===== src/rtl/aes_pkg.sv =====
// aes_pkg: shared AES block width, ShiftRows mode encodings and the byte-permutation helper.
package aes_pkg;
    localparam int AES_BLOCK_W = 128;
    localparam logic [1:0] AES_MODE_PASS = 2'd0;
    localparam logic [1:0] AES_MODE_FWD  = 2'd1;
    localparam logic [1:0] AES_MODE_INV  = 2'd2;

    // Column-major state: byte b is row b%4, column b/4; row r rotates by r columns.
    function automatic logic [AES_BLOCK_W-1:0] aes_shift_rows(input logic [AES_BLOCK_W-1:0] state, input logic inv);
        logic [AES_BLOCK_W-1:0] res;
        int src;
        res = '0;
        for (int b = 0; b < 16; b++) begin
            src = 4 * ((inv ? (b / 4 - b % 4 + 4) : (b / 4 + b % 4)) % 4) + b % 4;
            res[127 - 8 * b -: 8] = state[127 - 8 * src -: 8];
        end
        return res;
    endfunction
endpackage


===== src/rtl/aes_shift_rows_comb.sv =====
// aes_shift_rows_comb: one 128-bit lane of ShiftRows / InvShiftRows / pass, purely combinational.
module aes_shift_rows_comb
    import aes_pkg::*;
(
    input  logic [AES_BLOCK_W-1:0] state,
    input  logic [1:0]             mode,
    output logic [AES_BLOCK_W-1:0] result
);
    always_comb result = (mode == AES_MODE_FWD) ? aes_shift_rows(state, 1'b0) :
                         (mode == AES_MODE_INV) ? aes_shift_rows(state, 1'b1) : state;
endmodule


===== src/rtl/aes_shift_rows_pipe.sv =====
// aes_shift_rows_pipe: multi-lane ShiftRows stage followed by an elastic register pipe with
// valid/ready handshaking; empty stages absorb beats while downstream stages are stalled.
module aes_shift_rows_pipe
    import aes_pkg::*;
#(
    parameter int LANES       = 1,
    parameter int PIPE_STAGES = 1,
    parameter int TAG_W       = 8
) (
    input  logic                         clk,
    input  logic                         rst,
    input  logic                         in_valid,
    output logic                         in_ready,
    input  logic [AES_BLOCK_W*LANES-1:0] in_data,
    input  logic [1:0]                   in_mode,
    input  logic [TAG_W-1:0]             in_tag,
    output logic                         out_valid,
    input  logic                         out_ready,
    output logic [AES_BLOCK_W*LANES-1:0] out_data,
    output logic [TAG_W-1:0]             out_tag
);
    localparam int DW   = AES_BLOCK_W * LANES;
    localparam int LAST = PIPE_STAGES - 1;

    logic [DW-1:0]          perm;
    logic [PIPE_STAGES-1:0] load;
    logic [PIPE_STAGES-1:0] valid_d, valid_q;
    logic [DW-1:0]          data_d [PIPE_STAGES];
    logic [DW-1:0]          data_q [PIPE_STAGES];
    logic [TAG_W-1:0]       tag_d  [PIPE_STAGES];
    logic [TAG_W-1:0]       tag_q  [PIPE_STAGES];

    genvar l;
    for (l = 0; l < LANES; l++) begin : g_lane
        aes_shift_rows_comb u_comb (
            .state  (in_data[AES_BLOCK_W*l +: AES_BLOCK_W]),
            .mode   (in_mode),
            .result (perm[AES_BLOCK_W*l +: AES_BLOCK_W])
        );
    end

    // A stage loads if it or any stage downstream of it is empty, or the output drains.
    always_comb begin
        logic acc;
        load = '0;
        acc  = out_ready;
        for (int k = LAST; k >= 0; k--) begin
            acc     = acc | ~valid_q[k];
            load[k] = acc;
        end
    end

    always_comb begin
        valid_d = valid_q;
        data_d  = data_q;
        tag_d   = tag_q;
        for (int k = 0; k < PIPE_STAGES; k++) begin
            if (load[k]) begin
                if (k == 0) begin
                    valid_d[k] = in_valid;
                    data_d[k]  = in_valid ? perm : data_q[k];
                    tag_d[k]   = in_valid ? in_tag : tag_q[k];
                end else begin
                    valid_d[k] = valid_q[k-1];
                    data_d[k]  = valid_q[k-1] ? data_q[k-1] : data_q[k];
                    tag_d[k]   = valid_q[k-1] ? tag_q[k-1] : tag_q[k];
                end
            end
        end
    end

    always_ff @(posedge clk) begin
        if (rst) begin
            valid_q <= '0;
            data_q  <= '{default: '0};
            tag_q   <= '{default: '0};
        end else begin
            valid_q <= valid_d;
            data_q  <= data_d;
            tag_q   <= tag_d;
        end
    end

    assign in_ready  = load[0];
    assign out_valid = valid_q[LAST];
    assign out_data  = data_q[LAST];
    assign out_tag   = tag_q[LAST];
endmodule


===== config.mk =====
export PLATFORM = sky130hd
export DESIGN_NAME = aes_shift_rows_pipe
export DESIGN_NICKNAME = d
export VERILOG_FILES = /design/src/rtl/aes_pkg.sv /design/src/rtl/aes_shift_rows_comb.sv /design/src/rtl/aes_shift_rows_pipe.sv
export SDC_FILE = /design/constraint.sdc
export NUM_CORES = 1
export LEC_CHECK = 0
export CAP_MARGIN = 15
export CORE_UTILIZATION = 40
export DETAILED_ROUTE_END_ITERATION = 16
export GPL_TIMING_DRIVEN = 0
export PLACE_DENSITY = 0.75
export SYNTH_ARGS = -nofsm -noshare
export SYNTH_HDL_FRONTEND = slang
export SYNTH_SLANG_ARGS = --single-unit

===== constraint.sdc =====
create_clock -name clk -period 1.7 [get_ports clk]
set_input_delay 0.34 -clock clk [delete_from_list [all_inputs] [get_ports clk]]
set_output_delay 0.34 -clock clk [all_outputs]
set_load 0.05 [all_outputs]

==> results by group <==
Route
  – DRT iter0 DRCs: 684
  – Final WL: 29000 µm
  – ANT nets after route: 0
  – Via density: 6.05
  – First-pass iteration count of the detailed router: 5
  – DRC viols: 0
  – WL/cell: 21.4 µm
  – Via count: 8175

Floorplan
  – Die X: 133 µm
  – Core area: 16600 µm²
  – Die ar.: 17600 µm²
  – Ports: 280
  – Initial core utilization: 0.411
  – Die H: 133 µm
  – Cell Rows: 47

Synth
  – Simple-gate share of the synthesized area: 0.155
  – Complex-gate fraction of the synthesized area: 0.330
  – Post-Syn Instances: 815
  – Yosys top cell area share: 0.401
  – Mux cell area share after synthesis: 0.0411
  – Mapped Area: 6850 µm²
  – Post-synthesis sequential element count: 137
  – Post-synthesis adder-cell area fraction: 0
  – Syn Area/Cell: 8.40 µm²
  – Cell variety after synth: 24
  – Synth Area in XOR/XNOR: 0.00402
  – Syn nets: 957
  – Largest family of logic cells by synthesized area: compound AO/OA/AOI/OAI gates
  – Cell taking the most area after synthesis: dfxtp_1
  – Ranking of synthesized cells by area: dfxtp_1 40%, o32ai_1 7.0%, a21oi_1 6.0%
  – Post-synthesis sequential area ratio: 0.401
  – Synthesis Warnings: 0

Worst setup path
  – Crit. End Element: output pin
  – CP required: 1360 ps
  – Crit path launch type: flip-flop
  – Crit-path max FO: 7
  – Crit path DAT: 1460 ps
  – Origin of the critical flop-to-flop path: out_valid
  – Crit Path Class: reg -> out
  – Critical path startpoint: out_valid

Cells and area
  – Final core utilization: 0.631
  – Fill count: 1498
  – Final instance area: 10500 µm²
  – Layout area overhead: 53.5%
  – Share of cells above drive strength 1: 0.105
  – Final #Nets: 1261

STA
  – Final Critical Period: 1800 ps
  – Max-slew violations: 0
  – Final hold vios: 0
  – Post-route clock period utilization: 1.06
  – RSZ-0062 raised after global routing: true
  – Max_slew headroom: 0.464
  – Final setup violation count: 1
  – Max Clk Rate: 555 MHz
  – Final TNS setup: -102 ps
  – Worst-margin pin slew: 804 ps
  – PnR worst setup slack: -102 ps
  – Clk_skew: 5.30 ps

Run status
  – Failing checks: negative setup slack
  – Status: finished, violations left

GRT
  – First-pass GRT wire length: 44300 µm
  – Total global-route track usage: 0.326
  – Vias in the first global route: 7757
  – Largest net degree at the start of global routing: 17
  – Initial antenna violation count: 1
  – Grt total ovfl: 0

Place
  – Post-DP Area: 9890 µm²
  – Count of input and output buffers: 277
  – Setup slack after placement: -1100 ps
  – Detailed placement HPWL: 20900 µm
  – Gp weighted congestion: 0.934

Run
  – Max-cap violations: 0

CTS
  – CTS tree: built
  – Worst-path clk slew: 60 ps
  – Clock root buffer: clkbuf_16
  – # clock sinks: 137
  – Max clock buf depth: 2
  – Htree depth: 4
  – TritonCTS Buffers: 17
  – Clock Latency Late Sink: 430 ps

Pwr
  – PD cells: 960 nW/µm²
  – Leak: 4.25 nW
  – Maximum VDD drop: 0.677 mV

Min path
  – Worst min path class: in -> reg
  – Hold wc startpoint: rst
==> registers in the layout, indices dropped and copies added (netlist names) <==
signal,flops
out_data,128
out_tag,8
out_valid,1
==> routing by layer <==
metal / vias up / GRT usage / share of wire
met2: 536 / 0.493 / 0.44
met5: - / 0 / 0
met3: 114 / 0.0697 / 0.091
met4: 0 / 0.182 / 0.048
met1: 3870 / 0.430 / 0.42
li1: 3655 / - / -
==> worst max-delay path, cell delays in order, from the launching register on <==
cell,delay (ps)
dfxtp_2,320
nor2b_1,120
buf_4,160
inv_2,40
buf_6,120
buf_8,130
buf_8,140
==> synth_stat cells (all sizes together) <==
cell type,instances
a311oi,32
mux2,9
nor2b,1
nand3,72
o22ai,1
nand2b,57
a21oi,82
mux2i,18
nor2,56
o32ai,55
o21ai,40
inv,2
o211ai,54
dfxtp,137
buf,46
nand2,32
o21bai,54
xor2,1
a211oi,9
or3,1
clkbuf,56
==> kinds of logic after synthesis <==
logic type / Yosys count
muxes: 27
buffers and inverters: 104
DFF: 137
and+or+nand+nor: 219
AOI/OAI and AO/OA: 327
xor gates and xnor gates: 1
==> cell type report <==
class	instances	area [µm²]	share of cell area
multi-input cells	574	3670	0.349
flip-flops and latches	137	2740	0.261
repair buffers	285	2670	0.254
plain buffers	102	578	0.0550
clock buffers	23	488	0.0464
well taps	220	275	0.0262
clock inverters	8	70.1	0.00667
inverters	2	7.51	0.000714
diodes	1	2.50	0.000238
==> placed cells by master, fill, tap and decap left out, drive strengths merged, types with 2 or more instances in the layout <==
cell	Yosys	layout
clkdlybuf4s50	0	138
clkbuf	56	90
dfxtp	137	137
a211oi	9	9
nand3	72	72
clkinvlp	0	2
dlygate4sd2	0	118
clkdlybuf4s15	0	15
o32ai	55	55
clkinv	0	5
inv	2	2
mux2	9	9
nand2b	57	57
o21bai	54	54
buf	46	48
nand2	32	32
mux2i	18	18
o211ai	54	54
a21oi	82	82
nor2	56	56
o21ai	40	40
a311oi	32	32
==> metrics by stage <==
step	total power, mW	hold WS (ps)	instances
2_1_floorplan	5.41	488	815
4_1_cts	10.0	434	1343
3_3_place_gp	6.62	460	1312
5_1_grt	10.4	486	1352
6_report	10.1	456	1352
3_5_place_dp	6.64	466	1312
==> worst paths after layout <==
kind | endpoint | slack [ps] | cells after the start
min | out_data[18] | 460 | 3
max reg2reg | out_data[53] | 0 | 6
min reg2reg | out_data[88] | 470 | 2
max | in_ready | -100 | 6
==> where the power goes <==
part | total, mW | internal (mW) | switching (mW) | leakage, nW
Combinational | 2.90 | 1.01 | 1.90 | 2.85
Clock | 3.57 | 2.14 | 1.43 | 0.275
Sequential | 3.61 | 3.47 | 0.146 | 1.13
Total | 10.1 | 6.62 | 3.47 | 4.25
==> what timing repair did <==
| item | 4_1_cts | 5_1_grt |
|---|---|---|
| endpoints found under the setup margin | 229 | 115 |
| hold buffers | 0 | 0 |
| setup buffers | 0 | 8 |
| pin swaps | 0 | 11 |
| gates resized for setup | 168 | 69 |
(Power assumes the default switching activity.)
